File: src/rtl/amo_sequencer.sv
// RV32A atomic sequencer: owns the data-memory port for LR.W / SC.W / AMO*.W,
// runs the read-modify-write sequence and keeps the single LR/SC reservation.
module amo_sequencer #(
    parameter int ADDR_W = 32,
    parameter int XLEN   = 32
) (
    input  logic              CLK,
    input  logic              nRST,
    input  logic              start,
    input  logic [4:0]        funct5,
    input  logic [ADDR_W-1:0] addr,
    input  logic [XLEN-1:0]   rs2_data,
    input  logic              clear_resv,
    output logic              busy,
    output logic              done,
    output logic [XLEN-1:0]   rd_data,
    output logic              misaligned,
    output logic              illegal,
    output logic              dmem_ren,
    output logic              dmem_wen,
    output logic [ADDR_W-1:0] dmem_addr,
    output logic [XLEN-1:0]   dmem_wdata,
    input  logic [XLEN-1:0]   dmem_rdata,
    input  logic              dmem_ready
);

    localparam logic [4:0] F_LR   = 5'b00010;
    localparam logic [4:0] F_SC   = 5'b00011;
    localparam logic [4:0] F_SWAP = 5'b00001;
    localparam logic [4:0] F_ADD  = 5'b00000;
    localparam logic [4:0] F_XOR  = 5'b00100;
    localparam logic [4:0] F_OR   = 5'b01000;
    localparam logic [4:0] F_AND  = 5'b01100;
    localparam logic [4:0] F_MIN  = 5'b10000;
    localparam logic [4:0] F_MAX  = 5'b10100;
    localparam logic [4:0] F_MINU = 5'b11000;
    localparam logic [4:0] F_MAXU = 5'b11100;

    typedef enum logic [1:0] {IDLE, READ, WRITE, DONE} state_t;

    state_t            state;
    state_t            state_next;
    logic [4:0]        op;
    logic [ADDR_W-1:0] addr_q;
    logic [XLEN-1:0]   rs2_q;
    logic [XLEN-1:0]   old_q;
    logic [XLEN-1:0]   new_val;
    logic              resv_valid;
    logic [ADDR_W-1:0] resv_addr;

    function automatic logic is_legal(input logic [4:0] f);
        case (f)
            F_LR, F_SC, F_SWAP, F_ADD, F_XOR, F_OR, F_AND,
            F_MIN, F_MAX, F_MINU, F_MAXU: is_legal = 1'b1;
            default:                      is_legal = 1'b0;
        endcase
    endfunction

    function automatic logic [XLEN-1:0] amo_result(input logic [4:0] f,
                                                   input logic [XLEN-1:0] old,
                                                   input logic [XLEN-1:0] rs2);
        logic signed [XLEN-1:0] s_old;
        logic signed [XLEN-1:0] s_rs2;
        s_old = old;
        s_rs2 = rs2;
        case (f)
            F_ADD:   amo_result = old + rs2;
            F_XOR:   amo_result = old ^ rs2;
            F_OR:    amo_result = old | rs2;
            F_AND:   amo_result = old & rs2;
            F_MIN:   amo_result = (s_old < s_rs2) ? old : rs2;
            F_MAX:   amo_result = (s_old > s_rs2) ? old : rs2;
            F_MINU:  amo_result = (old < rs2) ? old : rs2;
            F_MAXU:  amo_result = (old > rs2) ? old : rs2;
            default: amo_result = rs2;
        endcase
    endfunction

    // Decode of the incoming instruction, used only in the accepting IDLE cycle.
    logic in_misaligned;
    logic in_illegal;
    logic in_sc;
    logic sc_hit;
    logic op_lr;
    logic op_sc;

    assign in_misaligned = (addr[1:0] != 2'b00);
    assign in_illegal    = !is_legal(funct5);
    assign in_sc         = (funct5 == F_SC);
    assign sc_hit        = resv_valid && (resv_addr == addr);
    assign op_lr         = (op == F_LR);
    assign op_sc         = (op == F_SC);
    assign new_val       = amo_result(op, old_q, rs2_q);

    always_ff @(posedge CLK or negedge nRST) begin
        if (!nRST) state <= IDLE;
        else       state <= state_next;
    end

    always_comb begin
        state_next = state;
        case (state)
            IDLE: begin
                if (start) begin
                    if (in_misaligned || in_illegal) state_next = DONE;
                    else if (in_sc)                  state_next = sc_hit ? WRITE : DONE;
                    else                             state_next = READ;
                end
            end
            READ:  if (dmem_ready) state_next = op_lr ? DONE : WRITE;
            WRITE: if (dmem_ready) state_next = DONE;
            DONE:  state_next = IDLE;
        endcase
    end

    always_comb begin
        busy       = 1'b0;
        done       = 1'b0;
        dmem_ren   = 1'b0;
        dmem_wen   = 1'b0;
        dmem_addr  = '0;
        dmem_wdata = '0;
        case (state)
            IDLE: busy = start;
            READ: begin
                busy      = 1'b1;
                dmem_ren  = 1'b1;
                dmem_addr = addr_q;
            end
            WRITE: begin
                busy       = 1'b1;
                dmem_wen   = 1'b1;
                dmem_addr  = addr_q;
                dmem_wdata = op_sc ? rs2_q : new_val;
            end
            DONE: done = 1'b1;
        endcase
    end

    // Captured operands and the registered results presented with done.
    always_ff @(posedge CLK or negedge nRST) begin
        if (!nRST) begin
            op         <= '0;
            addr_q     <= '0;
            rs2_q      <= '0;
            old_q      <= '0;
            rd_data    <= '0;
            misaligned <= 1'b0;
            illegal    <= 1'b0;
        end else begin
            case (state)
                IDLE: begin
                    if (start) begin
                        op         <= funct5;
                        addr_q     <= addr;
                        rs2_q      <= rs2_data;
                        misaligned <= in_misaligned;
                        illegal    <= !in_misaligned && in_illegal;
                        if (in_misaligned || in_illegal) rd_data <= '0;
                        else if (in_sc && !sc_hit)       rd_data <= XLEN'(1);
                    end
                end
                READ: begin
                    if (dmem_ready) begin
                        old_q <= dmem_rdata;
                        if (op_lr) rd_data <= dmem_rdata;
                    end
                end
                WRITE: if (dmem_ready) rd_data <= op_sc ? '0 : old_q;
                DONE: begin
                    misaligned <= 1'b0;
                    illegal    <= 1'b0;
                end
            endcase
        end
    end

    // clear_resv wins over an LR completing in the same cycle; any aligned SC drops it.
    always_ff @(posedge CLK or negedge nRST) begin
        if (!nRST) begin
            resv_valid <= 1'b0;
            resv_addr  <= '0;
        end else if (clear_resv) begin
            resv_valid <= 1'b0;
        end else if (state == IDLE && start && in_sc && !in_misaligned) begin
            resv_valid <= 1'b0;
        end else if (state == READ && dmem_ready && op_lr) begin
            resv_valid <= 1'b1;
            resv_addr  <= addr_q;
        end
    end

endmodule

File: config.mk
export PLATFORM = sky130hd
export DESIGN_NAME = amo_sequencer
export DESIGN_NICKNAME = d
export VERILOG_FILES = /design/src/rtl/amo_sequencer.sv
export SDC_FILE = /design/constraint.sdc
export NUM_CORES = 1
export LEC_CHECK = 0
export ABC_CLOCK_PERIOD_IN_PS = 8800
export CAP_MARGIN = 10
export CORE_MARGIN = 1
export CORE_UTILIZATION = 48
export CTS_CLUSTER_SIZE = 30
export DETAILED_ROUTE_END_ITERATION = 10
export PLACE_DENSITY_LB_ADDON = 0.1
export SYNTH_ARGS = -nofsm -noshare
export SYNTH_HDL_FRONTEND = slang
export SYNTH_SLANG_ARGS = --single-unit
File: constraint.sdc
create_clock -name CLK -period 8.8 [get_ports CLK]
set_input_delay 1.76 -clock CLK [delete_from_list [all_inputs] [get_ports CLK]]
set_output_delay 1.76 -clock CLK [all_outputs]
set_load 0.05 [all_outputs]
==> results.yml, run 1 <==
global_routing:
  gr-total-overflow: 0
  grtUsageTotal_pct: 28.15
  grt_pass1_wl_um: 56570
  antenna_found_initial: 1
  grt_pass1_vias: 10340
  grt_max_degree: 78
sta:
  hold_violations: 0
  worst_hold_slack_ns: 0.5193
  rsz0062_at_grt: "no"
  post-route-period-util_pct: 79.43
  setup_viol: 0
  slew_viol_final: 0
  slew_headroom_pct: 22.73
  finClkSkew_ns: 0.01337
  period_needed_ns: 6.990
  fin_ws_ns: 1.810
  tightest_slew_ns: 1.153
  fmax_mhz: 143.1
  tns_ns: 0
place:
  dpl.hpwl_um: 25140
  placed_area_mm2: 0.01442
  io_buffer_count: 207
  place_ws_ns: 2.410
  gp_congestion: 0.9204
detailed_routing:
  drtIter0Drc: 719
  viasPerCell: 5.799
  postRouteAntennaNets: 0
  dr.pass1.iters: 5
  totalWireLength_um: 36010
  wl_per_cell_um: 20.23
  drc: 0
  vias: 10320
floorplanning:
  fp.dieArea_mm2: 0.02585
  initial_core_util_pct: 49.32
  rows: 57
  die_w_um: 160.8
  die_height_um: 160.8
  core_region_area_mm2: 0.02453
  ios: 208
synth:
  avgSynthCellArea_um2: 9.460
  ys_ff_latch: 170
  synth_common_cells: "dfrtp_1, mux2_2, inv_1, o21ai_0, ha_1"
  synthCells: 1279
  netlist_area_mm2: 0.01210
  synth_cell_types: 77
  synth.most_common_cell: "dfrtp_1"
  postSynthNetCount: 1487
  netlist.area_leader.share_pct: 35.16
  yosysSeqAreaShare_pct: 35.16
  async_flop_share_pct: 100.0
  synth_edf_count: 0
  synthTopCellsByArea: "dfrtp_1, mux2_2, ha_1, o21ai_0, xnor2_1"
  synthFlopType: "dfrtp_1"
  synth_top_area_cell: "dfrtp_1"
  ys.warnings.count: 0
worst_setup_path:
  cp_max_fo: 14
  crit_path_start_kind: "register"
  crit_path_cell_trace: "inv_1 -> ha_1 -> nor4_1 -> nand4_1 -> a21oi_1 -> o41ai_2 -> nand3_4 -> xor2_4 -> mux2i_1 -> nor2_2 -> a211oi_1 -> nor3_1 -> clkdlybuf4s50_1"
  worst-setup-path-type: "reg -> out"
  crit_arrival_ns: 5.23
  critPathSlowestCell: "clkdlybuf4s50_1"
  endpoint_kind: "output port"
  rr_startpoint: "state[1]$_DFFE_PN0P_"
  r2r_cells: 11
  reg2reg_to: "rd_data[15]$_DFFE_PN0P_"
  max_stage_delay_ns: 0.90
  crit_required_ns: 7.04
  ff2ff_setup_slack_ns: 5.26
finish:
  antennaDiodeCount: 0
  multiInputGateArea_mm2: 0.007126
  area_delta_synth_final_pct: 24.26
  stdcell_area_mm2: 0.01503
  fill_cells: 2112
  register_area_mm2: 0.004254
  drive_gt1_share_pct: 14.42
  nets: 1651
clock_network:
  numCtsBuffers: 17
  clk_pin_slew_worst_paths_ns: 0.07
  cts_setup_buffers: 0
  cts_tree: "done"
  hold_buffers: 0
  insertion_delay_ns: 0.44
  root_buffer: "clkbuf_16"
  cts-resized-gates: 0
  clockBufferDepth: 2
  cts_sinks: 170
  h-tree-depth: 4
run:
  cap_violations: 0
hold_path:
  hold_class: "reg -> reg"
  whs_endpoint: "rd_data[0]$_DFFE_PN0P_"
  hold_depth: 1
  hp-start: "rd_data[0]$_DFFE_PN0P_"
status:
  status: "complete, no violations"
==> layout make-up <==
type                       count  share of cell area, %
inverter                     114                  2.846
clock buffer                  18                  2.921
timing repair buffer         225                  14.69
clock inverter                14                  1.157
sequential                   170                  28.30
multi-input combinational    915                  47.40
tap                          324                  2.696
==> critical path, delay by kind of cell (launching register included) <==
kind / cells / cell delay (ns)
buf+inv: 2 / 0.98
flops: 1 / 0.48
mux: 1 / 0.15
xor+xnor: 1 / 0.20
fa+ha+maj: 1 / 0.39
compound gates: 3 / 0.49
simple gates: 5 / 2.09
==> metal layers <==
layer	up-vias	track usage, %	wire length [um]
li1	4880	-	-
met1	5039	38.66	16320
met2	352	45.00	16460
met3	49	6.560	2710
met4	2	6.389	504
met5	-	0	13
==> worst max path at each step <==
stage / depth (start not counted) / start / slack, ns / end
finish: 13 / old_q[14]$_DFFE_PN0P_ / 1.81 / dmem_wdata[3]
global route: 14 / old_q[14]$_DFFE_PN0P_ / 1.53 / dmem_wdata[28]
CTS: 14 / old_q[14]$_DFFE_PN0P_ / 1.90 / dmem_wdata[28]
detailed placement: 14 / rs2_q[27]$_DFFE_PN0P_ / 2.41 / dmem_wdata[28]
global placement: 14 / rs2_q[25]$_DFFE_PN0P_ / 2.48 / dmem_wdata[28]
floorplan: 14 / old_q[14]$_DFFE_PN0P_ / 3.13 / dmem_wdata[23]
==> metrics by stage <==
step | utilization, % | cells
after global placement | 58.78 | 1748
after global routing | 61.28 | 1780
after CTS | 61.28 | 1780
final | 61.28 | 1780
after floorplan | - | 1279
after detailed placement | 58.78 | 1748
==> state kept, by name, summed over array words and instances, names as in the netlist <==
register    cells
addr_q         32
resv_addr      32
old_q          32
rs2_q          32
state           2
resv_valid      1
rd_data        32
misaligned      1
op              5
illegal         1
==> cell usage in the layout, fill, tap and decap left out, types with 11 or more instances in the layout <==
| cell type | instances |
|---|---|
| nand3_1 | 48 |
| clkbuf_16 | 17 |
| buf_4 | 18 |
| a21oi_1 | 72 |
| o211ai_1 | 14 |
| nor2_1 | 63 |
| and2_1 | 35 |
| nor2b_1 | 11 |
| mux2_2 | 134 |
| clkdlybuf4s50_1 | 206 |
| inv_1 | 114 |
| xnor2_1 | 49 |
| a22o_1 | 38 |
| nand2_1 | 53 |
| dfrtp_1 | 170 |
| o21ai_0 | 104 |
| nand4_1 | 14 |
| a21o_1 | 13 |
| a221oi_1 | 22 |
| ha_1 | 100 |
==> cell families after synthesis <==
kind of cell             Yosys count  synth area share, %
AO/OA/AOI/OAI                    348                19.16
AND/OR/NAND/NOR                  267                11.32
buffers and inverters            194                6.287
flip-flops                       170                35.16
multiplexers                     140                13.10
adder cells (fa/ha/maj)          102                10.61
XOR/XNOR                          58                4.354
Power of run 1 is not shown: default switching activity piles up to over one toggle a cycle in this logic, so the estimate is an artifact.
==> run 2: changes to the inputs <==
ABC_CLOCK_PERIOD_IN_PS = 6180   (was 8800)
clock period = 6.18 ns   (was 8.8 ns; I/O delays follow)
==> run 2 against run 1 <==
- first-iteration DRC count decreased by 0.42%
- hold slack got worse by 0.0020 ns
- global-route usage decreased by 0.18 points
- non-clock buffer count increased by 2
- cell count increased by 0.11%
- setup slack got worse by 1.4 ns
- flip-flop and latch count unchanged
- clock skew increased by 0.00095 ns
- die area unchanged
- utilization decreased by 0.10 points
- sequential share of layout area about the same
==> results.yml, run 2 (synthesis gave the netlist of run 1 again) <==
status:
  status: "complete, no violations"
sta:
  tightest_slew_ns: 1.102
  post-route-period-util_pct: 93.69
  slew_viol_final: 0
  finClkSkew_ns: 0.01432
  period_needed_ns: 5.790
  fmax_mhz: 172.7
  slew_headroom_pct: 26.56
  setup_viol: 0
  rsz0062_at_grt: "no"
  tns_ns: 0
  hold_violations: 0
place:
  place_inst: 1750
  io_buffer_count: 207
  dpl.hpwl_um: 24980
  gp_congestion: 0.9269
finish:
  post-route-util_pct: 61.18
  final_common_cell: "clkdlybuf4s50_1"
  final_cell_mix: "clkdlybuf4s50_1, dfrtp_1, mux2_2, inv_1, o21ai_0"
  area_delta_synth_final_pct: 24.05
  nets: 1653
  layoutNonFillerInstCount: 1782
  drive_gt1_share_pct: 16.60
  antennaDiodeCount: 0
worst_setup_path:
  crit_required_ns: 4.94
  endpoint_kind: "output port"
  crit_path_start_kind: "register"
  ff2ff_setup_slack_ns: 2.74
  worst-setup-path-type: "reg -> out"
  crit_path_cell_trace: "inv_1 -> ha_1 -> nor2_1 -> a221oi_2 -> o21bai_1 -> o41ai_2 -> nand3_4 -> mux2i_1 -> nand2_1 -> o21ai_0 -> a221oi_1 -> o221ai_1 -> clkdlybuf4s50_1"
  crit_arrival_ns: 4.55
  critPathSlowestCell: "clkdlybuf4s50_1"
  max_stage_delay_ns: 0.87
  cp_max_fo: 8
detailed_routing:
  wl_met2_um: 16880
  wl_met1_um: 16160
  wl_met3_um: 2348
  drc: 0
  viasPerCell: 5.768
  dr.pass1.iters: 7
  totalWireLength_um: 35980
  wl_per_cell_um: 20.19
  vias: 10280
  postRouteAntennaNets: 0
  topRoutingLayerUsed: "met5"
  drtIter0Drc: 716
clock_network:
  clockBufferDepth: 2
  cts_sinks: 170
  clk_pin_slew_worst_paths_ns: 0.08
  root_buffer: "clkbuf_16"
  numCtsBuffers: 17
  h-tree-depth: 4
  hold_buffers: 0
  insertion_delay_ns: 0.43
  cts_tree: "done"
global_routing:
  antenna_found_initial: 2
  gr-total-overflow: 0
  grt_pass1_vias: 10220
  grtUsageTotal_pct: 27.97
  grt_pass1_wl_um: 56610
  grt_max_degree: 83
run:
  cap_violations: 0
floorplanning:
  initial_core_util_pct: 49.32
  ios: 208
  die_height_um: 160.8
  rows: 57
  die_w_um: 160.8
  core_region_area_mm2: 0.02453
  fp.dieArea_mm2: 0.02585
hold_path:
  hold_class: "reg -> reg"
run 2: routing by layer:
metal | GRT usage, % | vias to the layer above
met5 | 0 | -
met4 | 7.933 | 4
met3 | 5.785 | 35
met2 | 45.00 | 302
met1 | 38.03 | 5069
li1 | - | 4869
run 2: layout make-up:
| class | count | area, um^2 |
|---|---|---|
| sequential | 170 | 4254 |
| clock inverter | 15 | 202.7 |
| fill | 2185 | 9524 |
| timing repair buffer | 227 | 2161 |
| inverter | 114 | 427.9 |
| tap | 324 | 405.4 |
| multi-input combinational | 915 | 7133 |
| clock buffer | 17 | 425.4 |
run 2: path summary, 6_finish.rpt:
| kind | start | to | cells past startpoint |
|---|---|---|---|
| max in group asynchronous | nRST | old_q[31]$_DFFE_PN0P_ | 2 |
| min in group asynchronous | nRST | rs2_q[11]$_DFFE_PN0P_ | 1 |
| worst min register to register | resv_valid$_DFFE_PN0P_ | resv_valid$_DFFE_PN0P_ | 2 |
| worst max-delay path | old_q[14]$_DFFE_PN0P_ | dmem_wdata[31] | 13 |
| worst max register to register | state[0]$_DFFE_PN0P_ | rd_data[0]$_DFFE_PN0P_ | 10 |
| worst min-delay path | resv_valid$_DFFE_PN0P_ | resv_valid$_DFFE_PN0P_ | 2 |
run 2: critical path: cells and delay by family (launching register included):
| family | cells | cell delay, ns |
|---|---|---|
| simple gates | 3 | 0.44 |
| fa+ha+maj | 1 | 0.44 |
| buf+inv | 2 | 0.94 |
| mux | 1 | 0.44 |
| compound gates | 6 | 1.39 |
| flops | 1 | 0.48 |
run 2: through the flow:
stage | instance area [um^2] | hold slack [ns] | setup WS [ns]
6_report | 15010 | 0.5173 | 0.3900
5_1_grt | 15010 | 0.5427 | 0.05524
4_1_cts | 15000 | 0.5186 | 0.3483
3_3_place_gp | 14380 | 0.4933 | 0.9220
2_1_floorplan | 12100 | 0.4466 | 1.033
3_5_place_dp | 14380 | 0.4983 | 0.8209
run 2: what timing repair did:
item / in CTS / in global routing
buffers inserted: 0 / 0
setup endpoints to repair: 0 / 1
resized for setup: 0 / 1
Power of run 2 is left out for the same reason.
